<file path="config.mk">
export PLATFORM = sky130hd
export DESIGN_NAME = rom_dl_router
export DESIGN_NICKNAME = d
export VERILOG_FILES = /design/src/rtl/rom_dl_pkg.sv /design/src/rtl/rom_dl_packer.sv /design/src/rtl/rom_dl_router.sv
export SDC_FILE = /design/constraint.sdc
export NUM_CORES = 1
export LEC_CHECK = 0
export BUFFER_PORTS_ARGS = -buffer_cell sky130_fd_sc_hd__buf_4
export CAP_MARGIN = 0
export CORE_UTILIZATION = 47
export DETAILED_ROUTE_END_ITERATION = 16
export PLACE_DENSITY = 0.78
export SYNTH_ARGS = -nofsm -noshare
export SYNTH_HDL_FRONTEND = slang
export SYNTH_SLANG_ARGS = --single-unit
</file>
<file path="constraint.sdc">
create_clock -name clk_sys -period 2.2 [get_ports clk_sys]
set_input_delay 0.33 -clock clk_sys [delete_from_list [all_inputs] [get_ports clk_sys]]
set_output_delay 0.33 -clock clk_sys [all_outputs]
set_load 0.01 [all_outputs]
</file>
<file path="src/rtl/rom_dl_pkg.sv">
// Shared types and defaults for the ROM download router.
// Optional checksum block is enabled with macro ROM_DL_CHECKSUM_EN.
package rom_dl_pkg;

  typedef enum logic [1:0] {
    ST_IDLE = 2'd0,
    ST_LOAD = 2'd1,
    ST_HOLD = 2'd2,
    ST_RUN  = 2'd3
  } state_t;

  localparam int HOLD_CYCLES_DEFAULT = 16;

endpackage

</file>
<file path="src/rtl/rom_dl_packer.sv">
// Assembles download bytes into ROM words, emits a registered one-cycle
// region write strobe on the top lane, and flags words left incomplete at LOAD exit.
module rom_dl_packer
  import rom_dl_pkg::*;
#(
  parameter int NUM_REGIONS = 4,
  parameter int REGION_AW   = 14,
  parameter int DATA_W      = 8,
  localparam int LB         = (DATA_W == 16) ? 1 : 0
) (
  input  logic                    clk,
  input  logic                    rst_n,
  input  logic                    accept,
  input  logic                    load_exit,
  input  logic [2:0]              region,
  input  logic [REGION_AW-1:0]    byte_addr,
  input  logic [7:0]              data,
  output logic [NUM_REGIONS-1:0]  rom_wr,
  output logic [REGION_AW-LB-1:0] rom_addr,
  output logic [DATA_W-1:0]       rom_data,
  output logic                    partial
);

  localparam int LANES = DATA_W / 8;

  logic [DATA_W-1:0]      word_q, word_d, word_emit;
  logic [LANES-1:0]       mask_q, mask_d;
  logic [NUM_REGIONS-1:0] wr_d;
  logic                   emit;
  int                     lane;

  always_comb begin
    lane      = (LB == 1) ? int'(byte_addr[0]) : 0;
    word_emit = word_q;
    word_emit[lane*8 +: 8] = data;
    emit      = accept && (lane == LANES - 1);
    word_d    = word_q;
    mask_d    = mask_q;
    if (accept) begin
      if (emit) begin
        word_d = '0;
        mask_d = '0;
      end else begin
        word_d       = word_emit;
        mask_d[lane] = 1'b1;
      end
    end
    // Any lane still buffered after this cycle's byte is lost when LOAD ends.
    partial = load_exit && (mask_d != '0);
    if (load_exit) begin
      word_d = '0;
      mask_d = '0;
    end
    wr_d = '0;
    for (int r = 0; r < NUM_REGIONS; r++) begin
      wr_d[r] = emit && (region == 3'(r));
    end
  end

  always_ff @(posedge clk or negedge rst_n) begin
    if (!rst_n) begin
      word_q   <= '0;
      mask_q   <= '0;
      rom_wr   <= '0;
      rom_addr <= '0;
      rom_data <= '0;
    end else begin
      word_q <= word_d;
      mask_q <= mask_d;
      rom_wr <= wr_d;
      if (emit) begin
        rom_addr <= byte_addr[REGION_AW-1:LB];
        rom_data <= word_emit;
      end
    end
  end

endmodule

</file>
<file path="src/rtl/rom_dl_router.sv">
// Routes a byte-serial ROM download into per-region word writes and holds the
// core in reset until the load completes. Optional checksum: ROM_DL_CHECKSUM_EN.
module rom_dl_router
  import rom_dl_pkg::*;
#(
  parameter int NUM_REGIONS = 4,
  parameter int REGION_AW   = 14,
  parameter int DATA_W      = 8,
  parameter int HOLD_CYCLES = HOLD_CYCLES_DEFAULT,
  localparam int LB         = (DATA_W == 16) ? 1 : 0,
  localparam int SEL_W      = (NUM_REGIONS > 1) ? $clog2(NUM_REGIONS) : 1
) (
  input  logic                    clk_sys,
  input  logic                    reset_n,
  input  logic                    dn_download,
  input  logic                    dn_wr,
  input  logic [REGION_AW+2:0]    dn_addr,
  input  logic [7:0]              dn_data,
`ifdef ROM_DL_CHECKSUM_EN
  input  logic [SEL_W-1:0]        chk_sel,
  output logic [15:0]             chk_sum,
`endif
  output logic [NUM_REGIONS-1:0]  rom_wr,
  output logic [REGION_AW-LB-1:0] rom_addr,
  output logic [DATA_W-1:0]       rom_data,
  output logic                    core_reset,
  output logic                    load_done,
  output logic                    err_oob,
  output logic                    err_partial,
  output state_t                  state
);

  localparam int CNT_W = $clog2(HOLD_CYCLES + 1);

  state_t           state_d;
  logic [CNT_W-1:0] hold_cnt;
  logic [2:0]       region;
  logic             in_range, load_entry, load_exit, accept, oob_hit, partial;

  assign region     = dn_addr[REGION_AW+2:REGION_AW];
  assign in_range   = (32'(region) < NUM_REGIONS);
  assign load_entry = (state != ST_LOAD) && (state_d == ST_LOAD);
  assign load_exit  = (state == ST_LOAD) && !dn_download;
  assign accept     = (state == ST_LOAD) && dn_wr && in_range;
  assign oob_hit    = (state == ST_LOAD) && dn_wr && !in_range;
  assign core_reset = (state != ST_RUN);
  assign load_done  = (state == ST_RUN);

  always_comb begin
    state_d = state;
    case (state)
      ST_IDLE: if (dn_download) state_d = ST_LOAD;
      ST_LOAD: if (!dn_download) state_d = ST_HOLD;
      ST_HOLD: begin
        if (dn_download) state_d = ST_LOAD;
        else if (hold_cnt == CNT_W'(HOLD_CYCLES - 1)) state_d = ST_RUN;
      end
      ST_RUN:  if (dn_download) state_d = ST_LOAD;
      default: state_d = ST_IDLE;
    endcase
  end

  // Counter is zero on every HOLD entry because it clears whenever HOLD is not continuing.
  always_ff @(posedge clk_sys or negedge reset_n) begin
    if (!reset_n) begin
      state       <= ST_IDLE;
      hold_cnt    <= '0;
      err_oob     <= 1'b0;
      err_partial <= 1'b0;
    end else begin
      state       <= state_d;
      hold_cnt    <= (state == ST_HOLD && state_d == ST_HOLD) ? hold_cnt + CNT_W'(1) : '0;
      err_oob     <= load_entry ? 1'b0 : (err_oob | oob_hit);
      err_partial <= load_entry ? 1'b0 : (err_partial | partial);
    end
  end

  rom_dl_packer #(
    .NUM_REGIONS(NUM_REGIONS),
    .REGION_AW  (REGION_AW),
    .DATA_W     (DATA_W)
  ) u_packer (
    .clk      (clk_sys),
    .rst_n    (reset_n),
    .accept   (accept),
    .load_exit(load_exit),
    .region   (region),
    .byte_addr(dn_addr[REGION_AW-1:0]),
    .data     (dn_data),
    .rom_wr   (rom_wr),
    .rom_addr (rom_addr),
    .rom_data (rom_data),
    .partial  (partial)
  );

`ifdef ROM_DL_CHECKSUM_EN
  logic [15:0] sums [NUM_REGIONS];

  always_ff @(posedge clk_sys or negedge reset_n) begin
    if (!reset_n) begin
      for (int r = 0; r < NUM_REGIONS; r++) sums[r] <= '0;
      chk_sum <= '0;
    end else begin
      for (int r = 0; r < NUM_REGIONS; r++) begin
        if (load_entry) sums[r] <= '0;
        else if (accept && region == 3'(r)) sums[r] <= sums[r] + {8'h00, dn_data};
      end
      chk_sum <= (32'(chk_sel) < NUM_REGIONS) ? sums[chk_sel] : '0;
    end
  end
`endif

endmodule

</file>
# After elaboration in Yosys (flattened, before gate mapping)
# Cells that the tools add are included.
[classes] addsub=1 multipliers=0 div=0 magnitude_cmp=1 eq_ne=11 shift=0 mux=10 bitwise_logic=2 n_reduce_logical=16
[ops] op="$logic_and 1x1->1" count=11
[ops] op="$mux 2" count=4
[ops] op="$eq 2x2->1 const B" count=3
[ops] op="$eq 3x2->1 const B" count=2
[ops] op="$pmux 2 s3" count=1
[ops] op="$add 5x1->5 const B" count=1
[ops] op="$eq 5x4->1 const B" count=1
[ops] op="$mux 5" count=1
[ops] op="$eq 2x1->1 const B" count=2
[ops] op="$mux 1" count=4
[ops] op="$eq 3x1->1 const B" count=1
[ops] op="$logic_not 3->1" count=1
[ops] op="$lt 3x3->1 const B" count=1
[ops] op="$logic_not 1->1" count=2
[ops] op="$logic_not 2->1" count=1
[ops] op="$ne 2x1->1 const B" count=1
[ops] op="$ne 2x2->1 const B" count=1
[ops] op="$or 1x1->1" count=2
[ops] op="$reduce_or 2->1" count=1
[word_totals] ff_bits=36 latch_bits=0 ramBits=0 rom_bits=0 inputBits=29 wordCells=49 mem_count=0

# Depth between registers and ports, before layout
[logic_depth] word_depth=7 depth_mapped=7 mapped_depth_nobuf=7

# Modules after synthesis
# From an unflattened synthesis, not the netlist that was laid out.
[hier_totals] cells_unflattened=106 area_unflattened_um2=1580.3
[by_module_without_submodules] mod="rom_dl_packer" n_inst=1 cells_per_inst=58 area_each_um2=1084.8
[by_module_without_submodules] mod="rom_dl_router" n_inst=1 cells_per_inst=48 area_each_um2=495.5

# Worst setup path after synthesis
# No wires, ideal clock.
[synth_path] kind="flip-flop to flip-flop" start="register hold_cnt[0]" end="register err_partial" setup_time_ns=0.077 t_arrival_ns=1.498 t_required_ns=2.123 path_slack_ns=0.625 stages_incl_launch_ff=8 cell_sequence="dfrtp_1 > ha_1 > and3_1 > ha_1 > nor3_1 > a211oi_2 > nor2b_1 > a21oi_1"
[synth_between] elab_chain_len=7
[synth_lines] element="start: declaration" line_no="rom_dl_router.sv:36" source="logic [CNT_W-1:0] hold_cnt;"
[synth_lines] element="start signal: assignment" line_no="rom_dl_router.sv:72" source="hold_cnt <= (state == ST_HOLD && state_d == ST_HOLD) ? hold_cnt + CNT_W'(1) : '0;"
[synth_lines] element="$eq 5x4->1" line_no="rom_dl_router.sv:56" source="else if (hold_cnt == CNT_W'(HOLD_CYCLES - 1)) state_d = ST_RUN;"
[synth_lines] element="$mux 2" line_no="rom_dl_router.sv:56"
[synth_lines] element="$mux 2" line_no="rom_dl_router.sv:55" source="if (dn_download) state_d = ST_LOAD;"
[synth_lines] element="$pmux 2 s3" line_no="rom_dl_router.sv:51" source="case (state)"
[synth_lines] element="net state_d[0]" line_no="rom_dl_router.sv:35" source="state_t state_d;"
[synth_lines] element="$eq 2x1->1" line_no="rom_dl_router.sv:42" source="assign load_entry = (state != ST_LOAD) && (state_d == ST_LOAD);"
[synth_lines] element="$logic_and 1x1->1" line_no="rom_dl_router.sv:42"
[synth_lines] element="$mux 1" line_no="rom_dl_router.sv:74" source="err_partial <= load_entry ? 1'b0 : (err_partial | partial);"
[synth_lines] element="end signal: assignment" line_no="rom_dl_router.sv:74"
[synth_lines] element="end: declaration" line_no="rom_dl_router.sv:29" source="output logic err_partial,"
# The timed path passes the listed nets, and every way through them passes these cells.
# A chain may end at the register's enable or synchronous reset.

# Final worst setup path
[layout_path] start="register hold_cnt[0]" end="register hold_cnt[2]"
[layout_between] elab_chain_len=7
[layout_lines] element="$eq 5x4->1" line_no="rom_dl_router.sv:56"
[layout_lines] element="$mux 2" line_no="rom_dl_router.sv:56"
[layout_lines] element="$mux 2" line_no="rom_dl_router.sv:55"
[layout_lines] element="$pmux 2 s3" line_no="rom_dl_router.sv:51"
[layout_lines] element="net state_d[1]" line_no="rom_dl_router.sv:35"
[layout_lines] element="$eq 2x2->1" line_no="rom_dl_router.sv:72"
[layout_lines] element="$logic_and 1x1->1" line_no="rom_dl_router.sv:72"
[layout_lines] element="$mux 5" line_no="rom_dl_router.sv:72"
# The timed path passes the listed nets, and every way through them passes these cells.

==> metrics.log <==
INFO  metric outcome = finished, violations left
INFO  metric failed_checks = design-rule violations
INFO  metric synth-edff-count = 0
INFO  metric via_count_of_the_first_global_routing_pass = 1232
INFO  metric async_reset_ff_share = 100%
INFO  metric layout_min_cycle_time = 1750 ps
INFO  metric layout-area-overhead-vs-synth = 37.3%
INFO  metric synth_compound_area_share = 5.25%
INFO  metric worstReg2RegEnd = hold_cnt[2]
INFO  metric avgRoutedWirePerCell = approximately 12 um
INFO  metric reg2reg_setup_slack = 450 ps
INFO  metric number_of_antenna_violations_at_the_first_check_in_global_routing = 0
INFO  metric yosysTopAreaCellShare = approximately three fifths
INFO  metric critical_path.endpoint_type = flip-flop
INFO  metric power_density = 1100 nW/um^2
INFO  metric fp.coreArea = 2880 sq um
INFO  metric deepest_clock_path_buffer_count = 2
INFO  metric hold-path-endpoint = u_packer.rom_wr[2]
INFO  metric die_height = a little under 60 um
INFO  metric number_of_flip_flops_and_latches_in_the_synthesized_netlist = 36
INFO  metric detailroute.via_count = 1248
INFO  metric wire_length_of_the_first_global_routing_pass = 5270 um
INFO  metric critical_path.reg2reg.startpoint = hold_cnt[0]
INFO  metric final-setup-viol-count = 0
INFO  metric cap_viol_max_count = 0
INFO  metric hold_class = in -> reg
INFO  metric synthXorXnorAreaFrac = 1.19%
INFO  metric slowest_delay = around 400 ps
INFO  metric cts-root-buf = clkbuf_4
INFO  metric mappedNetlistNets = 189
INFO  metric timing.max_slew.rel_slack = 71.3%
INFO  metric antenna_left = 0
INFO  metric power.ir.vdd_worst = 0.811 mV
INFO  metric largest_net_degree_at_the_start_of_global_routing = 37
INFO  metric routed_wirelength = 3200 um
INFO  metric dr.first_iter.drc_count = 54
INFO  metric maxSlewViolCount = 0
INFO  metric synth_area_per_cell = 9.60 sq um
INFO  metric setup.worst_path.class = reg -> reg
INFO  metric grt_overflow = 0
INFO  metric p_leak = 1.12 nW
INFO  metric worstHoldPathCells = 2
INFO  metric ys_seq_area_share = between 60% and 70%
INFO  metric worstPathCellList = ha_1 > and3_1 > ha_1 > a21oi_1 > a22oi_2 > o211ai_1 > nor2_1
INFO  metric synthMuxAreaShare = 0%
INFO  metric clock_skew = 13.1 ps
INFO  metric synth_area_leaders = dfrtp_1, nand2_1, ha_1, inv_1, nor2_1
INFO  metric count_of_pins_on_the_block_boundary = 61
INFO  metric cp_data_arrival_time = 1950 ps
INFO  metric adder_cell_area_share_of_the_yosys_netlist = 5.08%
INFO  metric cts_made_buffers = 5
INFO  metric synth.most_common_cell = nand2_1
INFO  metric worstMarginPinSlew = 430 ps
INFO  metric worst_skew_pair.late_latency = between 300 and 400 ps
INFO  metric cpMostUsedCell = ha_1
INFO  metric drc_violations_left = 3
INFO  metric detail_route.first_pass.iterations = 10
INFO  metric cts_tree = built
INFO  metric post_route_cells_drive_above_1_share = 31.8%
INFO  metric timing.critical_path.slowest_stage_cell = dfrtp_1
INFO  metric fmaxAchievable = 0.573 GHz
INFO  metric ys_top_cells_by_count = nand2_1, dfrtp_1, inv_1
INFO  metric rsz_0062_raised_after_global_routing = false
INFO  metric cts_htree_levels = 2
INFO  metric grt.total_usage = between 20% and 30%
INFO  metric fin_nets = around 260
INFO  metric die_area = between 3000 and 4000 sq um
INFO  metric final_util = 70.6%
INFO  metric via_per_inst = 4.76
INFO  metric synth_instances = approximately 150
INFO  metric critPathMaxFanout = 5
INFO  metric start_util = 51.4%
INFO  metric synth_cell_type_count = 26
INFO  metric yosys_warnings = 0
INFO  metric fp.dieW = 58.1 um
INFO  metric hold_violations = 0
INFO  metric cp-start-kind = flip-flop
INFO  metric worst_hold_startpoint = dn_addr[14]
INFO  metric synth-main-ff-cell = dfrtp_1
INFO  metric critical_path.startpoint = hold_cnt[0]
INFO  metric layout_worst_path_cycle_share = between 70 and 80%
INFO  metric final_sum_of_negative_setup_slack = 0 ps
INFO  metric detailedPlacementHpwl = 2410 um
INFO  metric r2r.worst_path.cells = 7
INFO  metric clock_pin_slew_of_the_registers_on_the_worst_case_setup_and_hold_paths = 100 ps
INFO  metric synth_top_area_cell = dfrtp_1
INFO  metric gp_routability_congestion = 0.760
INFO  metric antenna_cells_inserted = 0
INFO  metric netlist_area = ~1500 sq um
INFO  metric fp-row-count = 19
INFO  metric tritoncts_num_sinks = 36
INFO  metric crit_path_max_delay_family = compound AO/OA/AOI/OAI gates
INFO  metric portBuffers = 60
INFO  metric synth_simple_gate_area_share = 23.7%
INFO  metric cp_buf_inv_count = 0
INFO  metric synth_top_family_by_area = simple AND/OR/NAND/NOR gates
INFO  metric cp.required = approximately 2400 ps
sequential cells by signal (all words and copies together), names as in the netlist:
register	cells
u_packer.rom_addr	14
u_packer.rom_data	8
hold_cnt	5
u_packer.rom_wr	4
state	2
err_oob	1
err_partial	1
u_packer.mask_q	1
kinds of logic (layout without fill, tap and decap cells):
group	count (synthesis)	count (layout)
and+or+nand+nor	86	86
DFF	36	36
buffers and inverters	13	79
AOI/OAI and AO/OA	11	11
adders and majority gates	6	6
xor gates and xnor gates	2	2
placed cells by master, fill, tap and decap left out, types with 2 or more instances in the layout:
master,count
a21oi_1,2
and3_1,2
buf_4,62
clkbuf_4,5
dfrtp_1,36
ha_1,6
inv_1,9
nand2_1,68
nor2_1,7
nor3_1,2
nor3b_1,2
o21ai_0,2
routing by layer:
layer,vias to the layer above,global-route usage [%],wire length [um]
li1,612,-,-
met1,589,22.8,1270
met2,43,37.8,1700
met3,4,8.48,186
met4,0,8.84,37
met5,-,0,0
cell type report:
type | instances | area, sq um
Sequential cell | 36 | 901
Multi-Input combinational cell | 105 | 520
Fill cell | 221 | 847
Clock buffer | 6 | 41.3
Clock inverter | 1 | 5.00
Inverter | 9 | 33.8
Timing Repair Buffer | 63 | 475
Tap cell | 42 | 52.6
through the flow:
stage               power [mW]  hold WS, ps  std cells  instance area (sq um)  worst slack (ps)
floorplan                 1.44         34.4        154                   1480               625
global placement          1.89          297        254                   1970               571
detailed placement        1.94          307        254                   1970               463
CTS                       2.26          154        262                   2030               450
global route              2.40          150        262                   2030               350
finish                    2.24          173        262                   2030               455
report_power, final:
| group | leakage, nW | switching, mW | internal [mW] |
|---|---|---|---|
| registers | 0.466 | 0.140 | 0.875 |
| clock network | 0.0281 | 0.196 | 0.118 |
| logic | 0.625 | 0.455 | 0.450 |
| total | 1.12 | 0.792 | 1.44 |
worst max path at each step:
| stage | endpoint | slack (ps) | cells after the start |
|---|---|---|---|
| after floorplan | err_partial | 620 | 7 |
| after global placement | hold_cnt[3] | 570 | 7 |
| final | hold_cnt[2] | 450 | 7 |
| after detailed placement | hold_cnt[2] | 460 | 7 |
| after CTS | hold_cnt[2] | 450 | 7 |
| after global routing | hold_cnt[2] | 350 | 6 |
what timing repair did:
item                      in CTS  in global routing
hold buffers                   1                  0
setup buffers                  0                  0
hold endpoints to repair      36                  0
gates resized for setup        0                  0
Power figures use the tool's default switching activity.
